===== config.mk =====
export PLATFORM = sky130hd
export DESIGN_NAME = multicycle_ctrl
export DESIGN_NICKNAME = d
export VERILOG_FILES = /design/src/rtl/multicycle_ctrl.sv
export SDC_FILE = /design/constraint.sdc
export NUM_CORES = 1
export LEC_CHECK = 0
export ABC_CLOCK_PERIOD_IN_PS = 1800
export BUFFER_PORTS_ARGS = -buffer_cell sky130_fd_sc_hd__buf_2
export CAP_MARGIN = 0
export CORE_MARGIN = 8
export CORE_UTILIZATION = 35
export CTS_CLUSTER_DIAMETER = 30
export DETAILED_ROUTE_END_ITERATION = 16
export GPL_TIMING_DRIVEN = 0
export PLACE_DENSITY_LB_ADDON = 0.3
export SYNTH_ARGS = -nofsm -noshare
export SYNTH_HDL_FRONTEND = slang
export SYNTH_SLANG_ARGS = --single-unit

===== constraint.sdc =====
create_clock -name clk -period 1.8 [get_ports clk]
set_clock_uncertainty 0.1 [all_clocks]
set_input_delay 0.09 -clock clk [delete_from_list [all_inputs] [get_ports clk]]
set_output_delay 0.09 -clock clk [all_outputs]
set_load 0.01 [all_outputs]

===== src/rtl/multicycle_ctrl.sv =====
// Multicycle MIPS-style control FSM with memory handshake, per-state stall timeout and illegal-opcode trap.
// Optional ORI path enabled by defining MULTICYCLE_CTRL_ORI_EN.
module multicycle_ctrl #(
  parameter int MEM_HS     = 1,
  parameter int WAIT_LIMIT = 15
) (
  input  logic       clk,
  input  logic       rst_n,
  input  logic [5:0] opcode,
  input  logic       mem_ready,
  output logic       pcwrite,
  output logic       branch,
  output logic       irwrite,
  output logic       iord,
  output logic       memen,
  output logic       memwrite,
  output logic       regdst,
  output logic       memtoreg,
  output logic       regwrite,
  output logic       alusrca,
  output logic [1:0] alusrcb,
  output logic [1:0] pcsrc,
  output logic [1:0] alu_op,
  output logic       mem_timeout,
  output logic       illegal,
  output logic [3:0] state
);

  typedef enum logic [3:0] {
    FETCH   = 4'd0,
    DECODE  = 4'd1,
    MEMADR  = 4'd2,
    MEMRD   = 4'd3,
    MEMWB   = 4'd4,
    MEMWR   = 4'd5,
    RTEXE   = 4'd6,
    ALUWB   = 4'd7,
    BRANCH  = 4'd8,
    ADDIEXE = 4'd9,
    IMMWB   = 4'd10,
    JUMP    = 4'd11,
    ORIEXE  = 4'd12
  } state_t;

  localparam logic [5:0] OP_LW    = 6'b100011;
  localparam logic [5:0] OP_SW    = 6'b101011;
  localparam logic [5:0] OP_RTYPE = 6'b000000;
  localparam logic [5:0] OP_BEQ   = 6'b000100;
  localparam logic [5:0] OP_ADDI  = 6'b001000;
  localparam logic [5:0] OP_J     = 6'b000010;
`ifdef MULTICYCLE_CTRL_ORI_EN
  localparam logic [5:0] OP_ORI   = 6'b001101;
`endif

  localparam int            CW    = $clog2(WAIT_LIMIT + 1);
  localparam logic [CW-1:0] LIMIT = CW'(WAIT_LIMIT);

  state_t          state_q, state_d;
  logic [CW-1:0]   wait_q, wait_d;
  logic            rdy;
  logic            mem_state;
  logic            timeout;
  logic            bad_op;

  assign rdy       = (MEM_HS != 0) ? mem_ready : 1'b1;
  assign mem_state = (state_q == FETCH) || (state_q == MEMRD) || (state_q == MEMWR);
  assign timeout   = mem_state && !rdy && (wait_q == LIMIT);

  // NOTE: every variable written in an always_comb gets a default first, so no
  // path through the case statements can leave it unassigned and infer a latch.
  always_comb begin
    state_d = FETCH;
    bad_op  = 1'b0;
    case (state_q)
      FETCH:   state_d = rdy ? DECODE : FETCH;
      DECODE: begin
        case (opcode)
          OP_LW, OP_SW: state_d = MEMADR;
          OP_RTYPE:     state_d = RTEXE;
          OP_BEQ:       state_d = BRANCH;
          OP_ADDI:      state_d = ADDIEXE;
          OP_J:         state_d = JUMP;
`ifdef MULTICYCLE_CTRL_ORI_EN
          OP_ORI:       state_d = ORIEXE;
`endif
          default: begin
            state_d = FETCH;
            bad_op  = 1'b1;
          end
        endcase
      end
      MEMADR:  state_d = (opcode == OP_LW) ? MEMRD : MEMWR;
      MEMRD: begin
        if (rdy)          state_d = MEMWB;
        else if (timeout) state_d = FETCH;
        else              state_d = MEMRD;
      end
      MEMWB:   state_d = FETCH;
      MEMWR:   state_d = (rdy || timeout) ? FETCH : MEMWR;
      RTEXE:   state_d = ALUWB;
      ALUWB:   state_d = FETCH;
      BRANCH:  state_d = FETCH;
      ADDIEXE: state_d = IMMWB;
      IMMWB:   state_d = FETCH;
      JUMP:    state_d = FETCH;
`ifdef MULTICYCLE_CTRL_ORI_EN
      ORIEXE:  state_d = IMMWB;
`endif
      default: state_d = FETCH;
    endcase
  end

  // The stall counter only advances below the limit, so it can never wrap;
  // a FETCH timeout stays in FETCH and must still restart the count.
  always_comb begin
    wait_d = '0;
    if (mem_state && !rdy && !timeout && (state_d == state_q))
      wait_d = wait_q + CW'(1);
  end

  // NOTE: sequential state uses non-blocking assignments so every register
  // samples the pre-edge values regardless of statement order.
  always_ff @(posedge clk or negedge rst_n) begin
    if (!rst_n) begin
      state_q <= FETCH;
      wait_q  <= '0;
    end else begin
      state_q <= state_d;
      wait_q  <= wait_d;
    end
  end

  assign state = state_q;

  // NOTE: outputs are forced low combinationally while rst_n is low, so an
  // access in flight is dropped in the same cycle the reset arrives.
  always_comb begin
    pcwrite     = 1'b0;
    branch      = 1'b0;
    irwrite     = 1'b0;
    iord        = 1'b0;
    memen       = 1'b0;
    memwrite    = 1'b0;
    regdst      = 1'b0;
    memtoreg    = 1'b0;
    regwrite    = 1'b0;
    alusrca     = 1'b0;
    alusrcb     = 2'b00;
    pcsrc       = 2'b00;
    alu_op      = 2'b00;
    mem_timeout = 1'b0;
    illegal     = 1'b0;
    if (rst_n) begin
      mem_timeout = timeout;
      illegal     = bad_op;
      case (state_q)
        FETCH: begin
          memen   = 1'b1;
          alusrcb = 2'b01;
          pcwrite = rdy;
          irwrite = rdy;
        end
        MEMADR: begin
          alusrca = 1'b1;
          alusrcb = 2'b10;
        end
        MEMRD: begin
          iord  = 1'b1;
          memen = 1'b1;
        end
        MEMWB: begin
          memtoreg = 1'b1;
          regwrite = 1'b1;
        end
        MEMWR: begin
          iord     = 1'b1;
          memen    = 1'b1;
          memwrite = 1'b1;
        end
        RTEXE: begin
          alusrca = 1'b1;
          alu_op  = 2'b10;
        end
        ALUWB: begin
          regdst   = 1'b1;
          regwrite = 1'b1;
        end
        BRANCH: begin
          alusrca = 1'b1;
          alu_op  = 2'b01;
          branch  = 1'b1;
          pcsrc   = 2'b01;
        end
        ADDIEXE: begin
          alusrca = 1'b1;
          alusrcb = 2'b10;
        end
        IMMWB:   regwrite = 1'b1;
        JUMP: begin
          pcsrc   = 2'b10;
          pcwrite = 1'b1;
        end
`ifdef MULTICYCLE_CTRL_ORI_EN
        ORIEXE: begin
          alusrca = 1'b1;
          alusrcb = 2'b10;
          alu_op  = 2'b11;
        end
`endif
        default: ;
      endcase
    end
  end

endmodule


==> out/metrics.cfg <==
[flow_run]
maxCapViolCount=0

[sta]
finalSetupViolCount=0
period_needed_ns=1.79
relSlewSlack_pct=73.0
hold_ws_ns=0.158
fin_setup_tns_ns=0
final_hold_viol_count=0
period_share_pct=99.5
rsz0062_at_grt=yes
slew_violations=0
tightestPinTransition_ns=0.401
fmax_ghz=0.559

[power_and_ir_drop]
power_switching_mw=0.473
clockPowerShare_pct=11.8
pwr_density_cell_nw_per_um2=1070
power.internal_mw=0.684
seq_power_share_pct=23.5
comb_power_share_pct=64.7
sw_frac_of_total_pct=40.9
leakage_nw=0.517
finalPower_mw=1.16
ir_drop_mv=0.544

[routing]
routed_wl_microns=2440
drc_errors=0
dr_total_vias=892
wl_per_cell_microns=14.6
viasPerCell=5.34
drt_pre_antenna_iters=4
ant_nets=0
drtIter0Drc=19

[cells_and_area]
antenna_cells=0
final_layout_size_suffix_gt1_share_pct=45.0
fillers=199
area_growth_pct=44.2
nets=152
fin_area_sq_um=1090

[logic_synthesis]
synth_seq_area_share_pct=26.6
postSynthCellCount=96
synth-adder-area-share_pct=1.66
yosysMostFrequentCell=nor2_1
synth_top_area_share_pct=26.6
yosys-top-cells-count=nor2_1 (14), dfrtp_1 (8), a21oi_1 (6), nand2_1 (6), nor3_1 (5)
ys_types=39
avgSynthCellArea_sq_um=7.85
muxShareOfSynthArea_pct=1.33
synth_area_sq_um=753
synth_compound_area_share_pct=22.4
synth-seq-cells=8
synth_xor_area_share_pct=5.81
synthSimpleGateAreaFrac_pct=36.5
synthFlopType=dfrtp_1
yosysWarnings=0
synth_edf_count=0
synth_area_leaders=dfrtp_1 (27%), nor2_1 (7.0%), xnor2_1 (4.7%), a21oi_1 (4.0%), nand2b_1 (3.3%)
synth-async-reset-ratio_pct=100
yosysTopAreaCell=dfrtp_1
synth_fp_nets=106
synth_top_family_by_area=simple AND/OR/NAND/NOR gates

[placed_design]
hpwl_microns=1690
routabilityCongestion=0.788
placed_cell_area_sq_um=932
io_buffers=29

[floorplanning]
core-area_sq_um=2000
die_w_microns=62.4
placementRows=16
ios=31
initial_utilization_pct=37.6
fp.dieArea_sq_um=3890
die_h_microns=62.4

[worst_setup_path]
cp.arrival_ns=1.60
criticalPathCategory=flip-flop to output pin
worstSetupEndpointType=output pin
start_kind=flip-flop
r2r_slack_ns=0.12
critPathRequiredTime_ns=1.61
path_max_fanout=5

[clock_network]
clock-root-buffer=clkbuf_4
clock_path_buffers=2
clkLatencyLatePin_ns=0.25
cts_buffers=3
cts_tree=yes
clock-sinks=8
clkTransAtPathRegs_ns=0.06
cts-htree-levels=1

[global_route]
grt_pass1_wl_microns=3810
grt_max_degree=11
antenna_found_initial=0
overflow=0
grt_pass1_vias=841
grt_use_total_pct=11.4

[min_path]
min_path_type=input port to flip-flop

[run_status]
status=finished, final reports clean

[path summary, 6_finish.rpt]
check / from / endpoint / depth (start not counted)
min in group asynchronous: rst_n / state[0] / 2
hold reg to reg: wait_q[0] / wait_q[0] / 1
setup reg to reg: wait_q[0] / state[0] / 5
max in group asynchronous: rst_n / state[2] / 2
hold / removal: mem_ready / state[0] / 3
setup / recovery: state[0] / mem_timeout / 6
[state kept, by name (all words and copies together) (netlist names)]
signal  count
state       4
wait_q      4
[power by group through the flow]
| stage | clock network, mW | registers, mW | logic, mW |
|---|---|---|---|
| 2_1_floorplan | 0 | 0.272 | 0.369 |
| 3_3_place_gp | 0 | 0.269 | 0.519 |
| 3_5_place_dp | 0 | 0.273 | 0.531 |
| 4_1_cts | 0.137 | 0.262 | 0.611 |
| 5_1_grt | 0.150 | 0.276 | 0.809 |
| 6_report | 0.137 | 0.271 | 0.748 |
[cells by family (layout without fill, tap and decap cells)]
logic type,count (synthesis),count (layout)
and+or+nand+nor,48,48
AOI/OAI and AO/OA,25,25
DFF,8,8
buffers and inverters,8,52
xor gates and xnor gates,5,5
adders and majority gates,1,1
muxes,1,1
[final cells by class]
type	instances	area [sq um]	area share, %
flip-flops and latches	8	203	18.7
plain buffers	6	41.3	3.80
multi-input cells	80	543	50.0
clock buffers	3	22.5	2.07
well taps	27	33.8	3.11
inverters	2	7.51	0.691
repair buffers	41	235	21.7
[what timing repair did]
| action | 4_1_cts | 5_1_grt |
|---|---|---|
| buffers inserted | 5 | 5 |
| gates resized for setup | 5 | 7 |
| hold endpoints to repair | 8 | 0 |
| pin swaps | 2 | 2 |
| hold buffers | 1 | 0 |
| cloned | 0 | 1 |
| endpoints found under the setup margin | 4 | 4 |
[cells in the final DEF (no fill, tap or decap), types with 2 or more instances in the layout]
| cell type | instances |
|---|---|
| buf_2 | 32 |
| a21oi_1 | 6 |
| a211oi_1 | 3 |
| nor3_1 | 4 |
| buf_4 | 11 |
| nor3b_1 | 2 |
| nand2_1 | 6 |
| a31oi_1 | 2 |
| o31ai_1 | 2 |
| nor2b_1 | 2 |
| dfrtp_2 | 2 |
| nor2_1 | 12 |
| dfrtp_1 | 6 |
| nor4_1 | 3 |
| o21a_1 | 2 |
| nand2b_1 | 2 |
| o21ai_0 | 3 |
| nand3_1 | 3 |
| xnor2_1 | 3 |
| clkbuf_4 | 4 |
[through the flow]
step	util [%]	std cells	setup WS [ns]
after detailed placement	46.6	152	0.167
after floorplan	-	96	0.236
after CTS	50.5	161	-0.00225
final	54.3	167	0.00971
after global placement	46.6	152	0.207
after global routing	54.3	167	-0.0905
[per-layer routing]
metal	vias up	track usage [%]	part of all wire (%)	wire length, microns
met4	0	5.13	0.45	11
met5	-	0	0	0
li1	438	-	-	-
met3	2	2.87	6.7	163
met1	416	14.7	47	1140
met2	36	17.2	46	1130
[worst max-delay path, cell delays in order (launching register included)]
cell and delay (ns):
dfrtp_1 0.41, buf_6 0.15, xnor2_2 0.12, mux2i_1 0.11
or3_4 0.35, nor2_2 0.08, buf_2 0.13
(Power assumes the default switching activity.)
